### config.mk
export PLATFORM = sky130hd
export DESIGN_NAME = instr_loader
export DESIGN_NICKNAME = d
export VERILOG_FILES = /design/src/rtl/instr_loader.sv
export SDC_FILE = /design/constraint.sdc
export NUM_CORES = 1
export LEC_CHECK = 0
export BUFFER_PORTS_ARGS = -buffer_cell sky130_fd_sc_hd__buf_2
export CAP_MARGIN = 20
export CORE_MARGIN = 2
export CORE_UTILIZATION = 51
export CTS_CLUSTER_DIAMETER = 200
export DETAILED_ROUTE_END_ITERATION = 16
export GPL_TIMING_DRIVEN = 0
export PLACE_DENSITY_LB_ADDON = 0.08
export SKIP_LAST_GASP = 1
export SLEW_MARGIN = 20
export SYNTH_ARGS = -nofsm -noshare
export SYNTH_HDL_FRONTEND = slang
export SYNTH_SLANG_ARGS = --single-unit
export TNS_END_PERCENT = 10
### constraint.sdc
create_clock -name clk -period 3.1 [get_ports clk]
set_input_delay 0 -clock clk [delete_from_list [all_inputs] [get_ports clk]]
set_output_delay 0 -clock clk [all_outputs]
set_load 0.05 [all_outputs]
### src/rtl/instr_loader.sv
// Boot-time program loader: takes a length-prefixed byte stream, packs big-endian
// words and writes them to instruction memory from BASE, holding the core in reset until done.
module instr_loader #(
   parameter int                 A_WIDTH   = 32,
   parameter logic [A_WIDTH-1:0] BASE      = 32'hBFC00000,
   parameter int                 MAX_WORDS = 1024
) (
   input  logic               clk,
   input  logic               rst_n,
   input  logic               start,
   input  logic               byte_valid,
   input  logic [7:0]         byte_data,
   output logic               byte_ready,
   output logic               mem_we,
   output logic [A_WIDTH-1:0] mem_addr,
   output logic [31:0]        mem_wdata,
   output logic               busy,
   output logic               done,
   output logic               err,
   output logic               cpu_rst_n
);

   localparam int WW = $clog2(MAX_WORDS + 1);

   typedef enum logic [2:0] {S_IDLE, S_LEN, S_DATA, S_WRITE, S_DONE, S_ERR} state_t;

   state_t             r_state;
   logic [23:0]        r_shift;
   logic [1:0]         r_cnt;
   logic [WW-1:0]      r_len;
   logic [WW-1:0]      r_widx;
   logic [A_WIDTH-1:0] r_addr;
   logic [31:0]        r_wdata;
   logic               r_we, r_ready, r_busy, r_done, r_err, r_cpu_rst_n;

   logic               w_xfer;
   logic [31:0]        w_shift;
   logic [WW-1:0]      w_widx_nx;

   assign w_xfer    = byte_valid & r_ready;
   assign w_shift   = {r_shift, byte_data};
   assign w_widx_nx = r_widx + WW'(1);

   always_ff @(posedge clk or negedge rst_n) begin
      if (!rst_n) begin
         r_state     <= S_IDLE;
         r_shift     <= '0;
         r_cnt       <= '0;
         r_len       <= '0;
         r_widx      <= '0;
         r_addr      <= BASE;
         r_wdata     <= '0;
         r_we        <= 1'b0;
         r_ready     <= 1'b0;
         r_busy      <= 1'b0;
         r_done      <= 1'b0;
         r_err       <= 1'b0;
         r_cpu_rst_n <= 1'b0;
      end else begin
         r_we <= 1'b0;
         case (r_state)
            S_IDLE, S_DONE, S_ERR: begin
               if (start) begin
                  r_state     <= S_LEN;
                  r_ready     <= 1'b1;
                  r_busy      <= 1'b1;
                  r_done      <= 1'b0;
                  r_err       <= 1'b0;
                  r_cpu_rst_n <= 1'b0;
                  r_cnt       <= '0;
                  r_widx      <= '0;
                  r_addr      <= BASE;
               end
            end
            S_LEN: begin
               if (w_xfer) begin
                  r_shift <= w_shift[23:0];
                  r_cnt   <= r_cnt + 2'd1;
                  if (r_cnt == 2'd3) begin
                     if (w_shift == 32'd0) begin
                        r_state     <= S_DONE;
                        r_ready     <= 1'b0;
                        r_busy      <= 1'b0;
                        r_done      <= 1'b1;
                        r_cpu_rst_n <= 1'b1;
                     end else if (w_shift > 32'(MAX_WORDS)) begin
                        r_state <= S_ERR;
                        r_ready <= 1'b0;
                        r_busy  <= 1'b0;
                        r_err   <= 1'b1;
                     end else begin
                        r_state <= S_DATA;
                        r_len   <= w_shift[WW-1:0];
                     end
                  end
               end
            end
            S_DATA: begin
               if (w_xfer) begin
                  r_shift <= w_shift[23:0];
                  r_cnt   <= r_cnt + 2'd1;
                  if (r_cnt == 2'd3) begin
                     r_wdata <= w_shift;
                     r_we    <= 1'b1;
                     r_ready <= 1'b0;
                     r_state <= S_WRITE;
                  end
               end
            end
            S_WRITE: begin
               // address/data were presented this cycle; step to the next word slot
               r_widx <= w_widx_nx;
               r_addr <= r_addr + A_WIDTH'(4);
               if (w_widx_nx == r_len) begin
                  r_state     <= S_DONE;
                  r_busy      <= 1'b0;
                  r_done      <= 1'b1;
                  r_cpu_rst_n <= 1'b1;
               end else begin
                  r_state <= S_DATA;
                  r_ready <= 1'b1;
               end
            end
            default: r_state <= S_IDLE;
         endcase
      end
   end

   assign byte_ready = r_ready;
   assign mem_we     = r_we;
   assign mem_addr   = r_addr;
   assign mem_wdata  = r_wdata;
   assign busy       = r_busy;
   assign done       = r_done;
   assign err        = r_err;
   assign cpu_rst_n  = r_cpu_rst_n;

endmodule

==> results of run 1 <==
-- synthesized netlist by cell type (4+ instances only) --
cell type    n
dfstp_2      9
and2_1       4
o21ai_0     35
nor3_1      10
xor2_1       8
buf_2        4
inv_1        5
and3_1       5
nand2_1    145
clkbuf_1    19
buf_6        5
o31ai_1      5
xnor2_1     17
nor2_1      24
mux2i_1      7
nand3_1     17
dfrtp_1    109
and4_1       4
a21oi_1     17
nand3b_1     4
nor4_1       9
a31oi_1      5
buf_4        4
mux2_1      11
nand4_1      7
mux2_2      24
-- kinds of logic (layout without fill, tap and decap cells) --
group	after synthesis	after routing	share of synthesized area
buffers and inverters	38	159	0.0357
multiplexers	42	42	0.0827
AND/OR/NAND/NOR	252	252	0.213
other	1	2	0.000668
flip-flops	118	118	0.528
XOR/XNOR	25	25	0.0390
AO/OA/AOI/OAI	84	84	0.0949
adder cells (fa/ha/maj)	3	3	0.00669
-- registers in the layout, summed over array words and instances (netlist names) --
name / cells
mem_wdata: 32
mem_addr: 30
r_shift: 24
r_len: 11
r_widx: 11
r_state: 3
r_cnt: 2
busy: 1
byte_ready: 1
cpu_rst_n: 1
err: 1
mem_we: 1
-- worst paths after layout --
kind | startpoint | endpoint | slack [ns]
worst max-delay path | r_widx[0]$_DFFE_PN0P_ | busy$_DFFE_PN0P_ | 0.65
worst max register to register | r_widx[0]$_DFFE_PN0P_ | busy$_DFFE_PN0P_ | 0.65
min in group clk | byte_valid | r_shift[6]$_DFFE_PN0P_ | 0.04
max in group asynchronous | rst_n | r_shift[4]$_DFFE_PN0P_ | 2.43
worst min-delay path | rst_n | mem_addr[3]$_DFFE_PN0P_ | -0.0009
worst min register to register | mem_wdata[7]$_DFFE_PN0P_ | mem_wdata[7]$_DFFE_PN0P_ | 0.47
-- stage by stage --
step	instance area, µm²	total power, W
floorplan	5620	0.00347
global placement	6190	0.00387
detailed placement	6220	0.00394
CTS	6880	0.00578
global route	6880	0.00604
finish	6880	0.00574
-- power by group through the flow --
stage | Clock, W | Combinational, W | Sequential [W]
after floorplan | 0 | 0.000729 | 0.00274
after global placement | 0 | 0.00152 | 0.00235
after detailed placement | 0 | 0.00156 | 0.00237
after CTS | 0.00184 | 0.00158 | 0.00235
after global routing | 0.00192 | 0.00169 | 0.00242
final | 0.00182 | 0.00157 | 0.00236
-- cell type report --
type                       instances  area [µm²]
multi-input combinational        408        2450
timing repair buffer              90         529
sequential                       118        2960
inverter                           6        22.5
buffer                            32         178
tap                              140         175
clock inverter                    13         124
fill                             937        3920
clock buffer                      18         428
-- layer usage --
layer  global-route usage  routed length, µm  vias up
li1                     -                  -     2183
met1                0.304               5960     2144
met2                0.385               6230      124
met3               0.0580                623       16
met4               0.0879                179        0
met5                    0                  0        -
-- worst max-delay path: stages, from the launching register on --
cell and delay [ns]:
dfrtp_1 0.49, ha_1 0.21, buf_6 0.13, nand2_1 0.17
nor4_2 0.43, xnor2_1 0.20, nand4_1 0.18, a2111oi_4 0.36
a21oi_1 0.13
==> results_dict.tcl, run 1 <==
set metrics [dict create \
    p_sw_frac 0.380 \
    htreeDepth 4 \
    ys_ff_latch 118 \
    ant_nets 0 \
    drv_slew 0 \
    yosysUniqueCellTypes 62 \
    synth_area_mm2 0.00562 \
    synthTopCellsByArea "dfrtp_1 (49%), nand2_1 (9.7%), mux2_2 (4.8%), dfstp_2 (4.2%), o21ai_0 (3.1%)" \
    setup_slack_ns 0.654 \
    drv_cap 0 \
    hold_class "primary input to async pin" \
    cts.sinks 118 \
    post_cts_resized 0 \
    violations "negative hold slack" \
    crit_type "flop to flop" \
    routed_wl_um 13000 \
    tightestPinTransition_ns 0.757 \
    wl_per_cell_um 15.7 \
    place_congestion 0.815 \
    drive_gt1_frac 0.247 \
    ios 82 \
    holdWs_ns -0.000875 \
    antenna_found_initial 0 \
    path_max_fanout 7 \
    die_area_mm2 0.0119 \
    critPathRequiredTime_ns 3.48 \
    fin_util 0.637 \
    layout_commonest_cell "nand2_1" \
    maxSlewHeadroom 0.493 \
    yosysWarnings 0 \
    start_util 0.520 \
    cp.arrival_ns 2.82 \
    synth_edf_count 0 \
    layout_common_cells "nand2_1 (145), dfrtp_1 (109), buf_2 (82)" \
    cts_buffers 17 \
    drt_iter0_drc 258 \
    post-route-period-util 0.789 \
    intPower_w 0.00356 \
    power_frac_comb 0.273 \
    ctsLongestPathBuffers 2 \
    die_y_um 109 \
    rr_worst_depth 8 \
    status "finished, violations left" \
    dp_slack_ns 0.652 \
    grt_pass1_wl_um 21600 \
    grt_pass1_vias 4422 \
    via_per_inst 5.41 \
    drt_pass1_iterations 4 \
    portBuffers 79 \
    power_switching_w 0.00218 \
    n_antenna_cell 0 \
    synth-main-ff-cell "dfrtp_1" \
    fin_setup_tns_ns 0 \
    setup_viol 0 \
    core_mm2 0.0108 \
    clkPwrFrac 0.316 \
    period_needed_ns 2.45 \
    ctsHoldBuffers 10 \
    finClkSkew_ns 0.0107 \
    clockRootBuffer "clkbuf_8" \
    yosysTopAreaCell "dfrtp_1" \
    grt_overflow_total 0 \
    die_w_um 109 \
    p_leak_nw 3.33 \
    final_nets 688 \
    num_vias 4467 \
    worstSkewPairLatency_ns 0.52 \
    placed_cells 784 \
    cts_tree "built" \
    post_cts_buffers 0 \
    end_kind "flop" \
    rows 38 \
    final_cells 825 \
    path_clk_slew_ns 0.06 \
    fmax_mhz 409 \
    globalRouteTotalUtil 0.235 \
    netlist_instances 563 \
    power.density_mw_per_mm2 835 \
    yosysSeqAreaShare 0.528 \
    grt_max_degree 65 \
    rsz0062_at_grt "no" \
    dp_hpwl_um 8960 \
    synthArstFlopShare 1.00 \
    synth_area_per_cell_um2 9.97 \
    drc 0 \
    hold_violations 1 \
    syn2layout_area_growth_pct 22.4 \
    start_kind "flop" \
    synth_top_area_share 0.486 \
    seqPwrFrac 0.411 \
    ir_drop_mv 0.437 \
]
Note: power is estimated with default switching activity, not from simulation.
==> inputs of run 2 (changes only) <==
ABC_AREA = 1   (was unset)
clock period = 2.5 ns   (was 3.1 ns; I/O delays follow)
==> run 2 against run 1 <==
Net effect: the run now ends clean; design area grew 2.1%; power grew 5.3%; fmax grew 11%; wire length grew 9.7%; die area grew 1.1%; worst hold slack gained 0.059 ns; critical path depth grew 4; largest cell class unchanged; highest routed layer unchanged.
==> results_dict.tcl, run 2 <==
set metrics [dict create \
    status "completed" \
    grt_overflow_total 0 \
    fin_util 0.647 \
    die_w_um 110 \
    layout_common_cells "nand2_1 (188), dfrtp_1 (109), o21ai_0 (96)" \
    finClkSkew_ns 0.00702 \
    crit_slowest_cell "dfrtp_1" \
    intPower_w 0.00412 \
    drt_pass1_iterations 5 \
    ios 82 \
    critPathRequiredTime_ns 2.91 \
    drv_cap 0 \
    rsz0062_at_grt "no" \
    synth_area_per_cell_um2 8.10 \
    power_frac_comb 0.206 \
    grt_pass1_wl_um 23300 \
    via_per_inst 5.26 \
    synth_area_mm2 0.00568 \
    yosysWarnings 0 \
    htreeDepth 4 \
    ys_ff_latch 118 \
    cpPeakStageDelay_ns 0.42 \
    portBuffers 79 \
    maxSlewHeadroom 0.590 \
    layout_commonest_cell "nand2_1" \
    hold_class "primary input to async pin" \
    multi_input_area_mm2 0.00227 \
    synth_top_area_share 0.480 \
    drc 0 \
    routed_wl_um 14300 \
    synthArstFlopShare 1.00 \
    tightestPinTransition_ns 0.615 \
    drive_gt1_frac 0.190 \
    fill_cells 923 \
    worstSkewPairLatency_ns 0.53 \
    power_switching_w 0.00193 \
    cts_buffers 17 \
    setup_slack_ns 0.294 \
    synth_edf_count 0 \
    cp.arrival_ns 2.61 \
    netlist_instances 701 \
    dp_slack_ns 0.313 \
    yosysTopAreaCell "dfrtp_1" \
    placed_cells 922 \
    synthTopCellsByArea "dfrtp_1 (48%), nand2_1 (12%), o21ai_0 (8.5%), inv_1 (6.1%), nand3_1 (4.2%)" \
    clockRootBuffer "clkbuf_8" \
    end_kind "flop" \
    cp_cell_sequence "ha_1 -> nand2_1 -> nor2_1 -> nand4_1 -> nand2_1 -> nand2_1 -> nand2_1 -> nand3_1 -> o21ai_2 -> nand3_1 -> nand2_1 -> nand2_1" \
    yosysSeqAreaShare 0.522 \
    synth_common_cells "nand2_1 (188), dfrtp_1 (109), o21ai_0 (96)" \
    final_cells 966 \
    crit_family "simple AND/OR/NAND/NOR gates" \
    dp_hpwl_um 10200 \
    rows 38 \
    die_y_um 110 \
    crit_type "flop to flop" \
    ctsLongestPathBuffers 2 \
    fmax_mhz 453 \
    start_util 0.524 \
    p_sw_frac 0.319 \
    start_kind "flop" \
    critPathMostFrequentCell "nand2_1" \
    drv_slew 0 \
    wl_per_cell_um 14.8 \
    p_leak_nw 3.54 \
    die_area_mm2 0.0120 \
    seqPwrFrac 0.387 \
    critPathBufInv 0 \
    synth-main-ff-cell "dfrtp_1" \
    grt_pass1_vias 4811 \
    setup_viol 0 \
    ir_drop_mv 0.641 \
    antenna_found_initial 0 \
    seqCellArea_mm2 0.00296 \
    power.density_mw_per_mm2 862 \
    num_vias 5084 \
    largest_reg_flops 32 \
    path_max_fanout 5 \
    post-route-period-util 0.882 \
    final_nets 828 \
    globalRouteTotalUtil 0.258 \
    grt_max_degree 78 \
    cts_tree "built" \
    clkPwrFrac 0.407 \
    path_clk_slew_ns 0.06 \
    cts.sinks 118 \
    hold_violations 0 \
    yosysUniqueCellTypes 41 \
    core_mm2 0.0108 \
    ant_nets 0 \
    drt_iter0_drc 450 \
    n_antenna_cell 0 \
    place_congestion 0.889 \
    syn2layout_area_growth_pct 23.5 \
    period_needed_ns 2.21 \
    synth.most_common_cell "nand2_1" \
]
-- run 2: changes by cell type in the layout (fill, tap and decap cells not counted), moves of 6 or more --
cell	before	now
mux2_2	24	0
mux2_1	11	0
inv_1	5	92
nor2_1	24	41
o21ai_0	35	96
nor4_1	9	0
nand2_1	145	188
nand3_1	17	48
nand4_1	7	19
mux2i_1	7	1
xnor2_1	17	1
-- run 2: power groups by stage --
stage / registers, W / logic [W] / clock network (W)
2_1_floorplan: 0.00247 / 0.000718 / 0
3_3_place_gp: 0.00235 / 0.00119 / 0
3_5_place_dp: 0.00236 / 0.00122 / 0
4_1_cts: 0.00233 / 0.00125 / 0.00249
5_1_grt: 0.00236 / 0.00140 / 0.00258
6_report: 0.00234 / 0.00125 / 0.00246
-- run 2: kinds of logic (layout without fill, tap and decap cells) --
family / count (synthesis) / after routing / synth area share
compound gates: 124 / 124 / 0.114
xor+xnor: 4 / 4 / 0.00617
fa+ha+maj: 3 / 3 / 0.00661
buf+inv: 117 / 241 / 0.0800
flops: 118 / 118 / 0.522
mux: 1 / 1 / 0.00176
other cells: 1 / 2 / 0.000660
simple gates: 333 / 333 / 0.269
-- run 2: layer usage --
metal | up-vias | track usage | part of all wire
li1 | 2496 | - | -
met2 | 124 | 0.418 | 0.48
met5 | - | 0 | 0
met4 | 0 | 0.0850 | 0.013
met3 | 15 | 0.0664 | 0.047
met1 | 2449 | 0.339 | 0.46
-- run 2: timing repair --
action,in CTS,in global routing
hold buffers,12,0
buffers inserted,0,0
endpoints found under the hold margin,145,0
resized for setup,0,0
-- run 2: worst paths after layout --
path | cells after the start | endpoint | slack [ns] | from
min in group clk | 4 | r_shift[1]$_DFFE_PN0P_ | 0.25 | byte_data[1]
max in group asynchronous | 3 | mem_addr[29]$_DFFE_PN1P_ | 2.01 | rst_n
hold / removal | 2 | mem_addr[31]$_DFFE_PN1P_ | 0.06 | rst_n
setup / recovery | 12 | busy$_DFFE_PN0P_ | 0.29 | r_widx[0]$_DFFE_PN0P_
hold reg to reg | 2 | mem_wdata[3]$_DFFE_PN0P_ | 0.48 | mem_wdata[3]$_DFFE_PN0P_
setup reg to reg | 12 | busy$_DFFE_PN0P_ | 0.29 | r_widx[0]$_DFFE_PN0P_
-- run 2: area by class of cell --
cell class / count / area share
plain buffers: 21 / 0.0134
clock buffers: 22 / 0.0674
clock inverters: 10 / 0.0178
inverters: 96 / 0.0514
multi-input cells: 467 / 0.323
flip-flops and latches: 118 / 0.422
well taps: 140 / 0.0250
repair buffers: 92 / 0.0797
-- run 2: through the flow --
| stage | instance area, µm² | hold slack [ns] | setup TNS, ns | power (W) |
|---|---|---|---|---|
| final | 7020 | 0.0585 | 0 | 0.00605 |
| after global routing | 7020 | 0.0497 | 0 | 0.00633 |
| after CTS | 7020 | 0.0388 | 0 | 0.00608 |
| after detailed placement | 6290 | -0.0533 | 0 | 0.00358 |
| after global placement | 6250 | 0.239 | -0.0479 | 0.00355 |
| after floorplan | 5680 | -0.296 | 0 | 0.00319 |
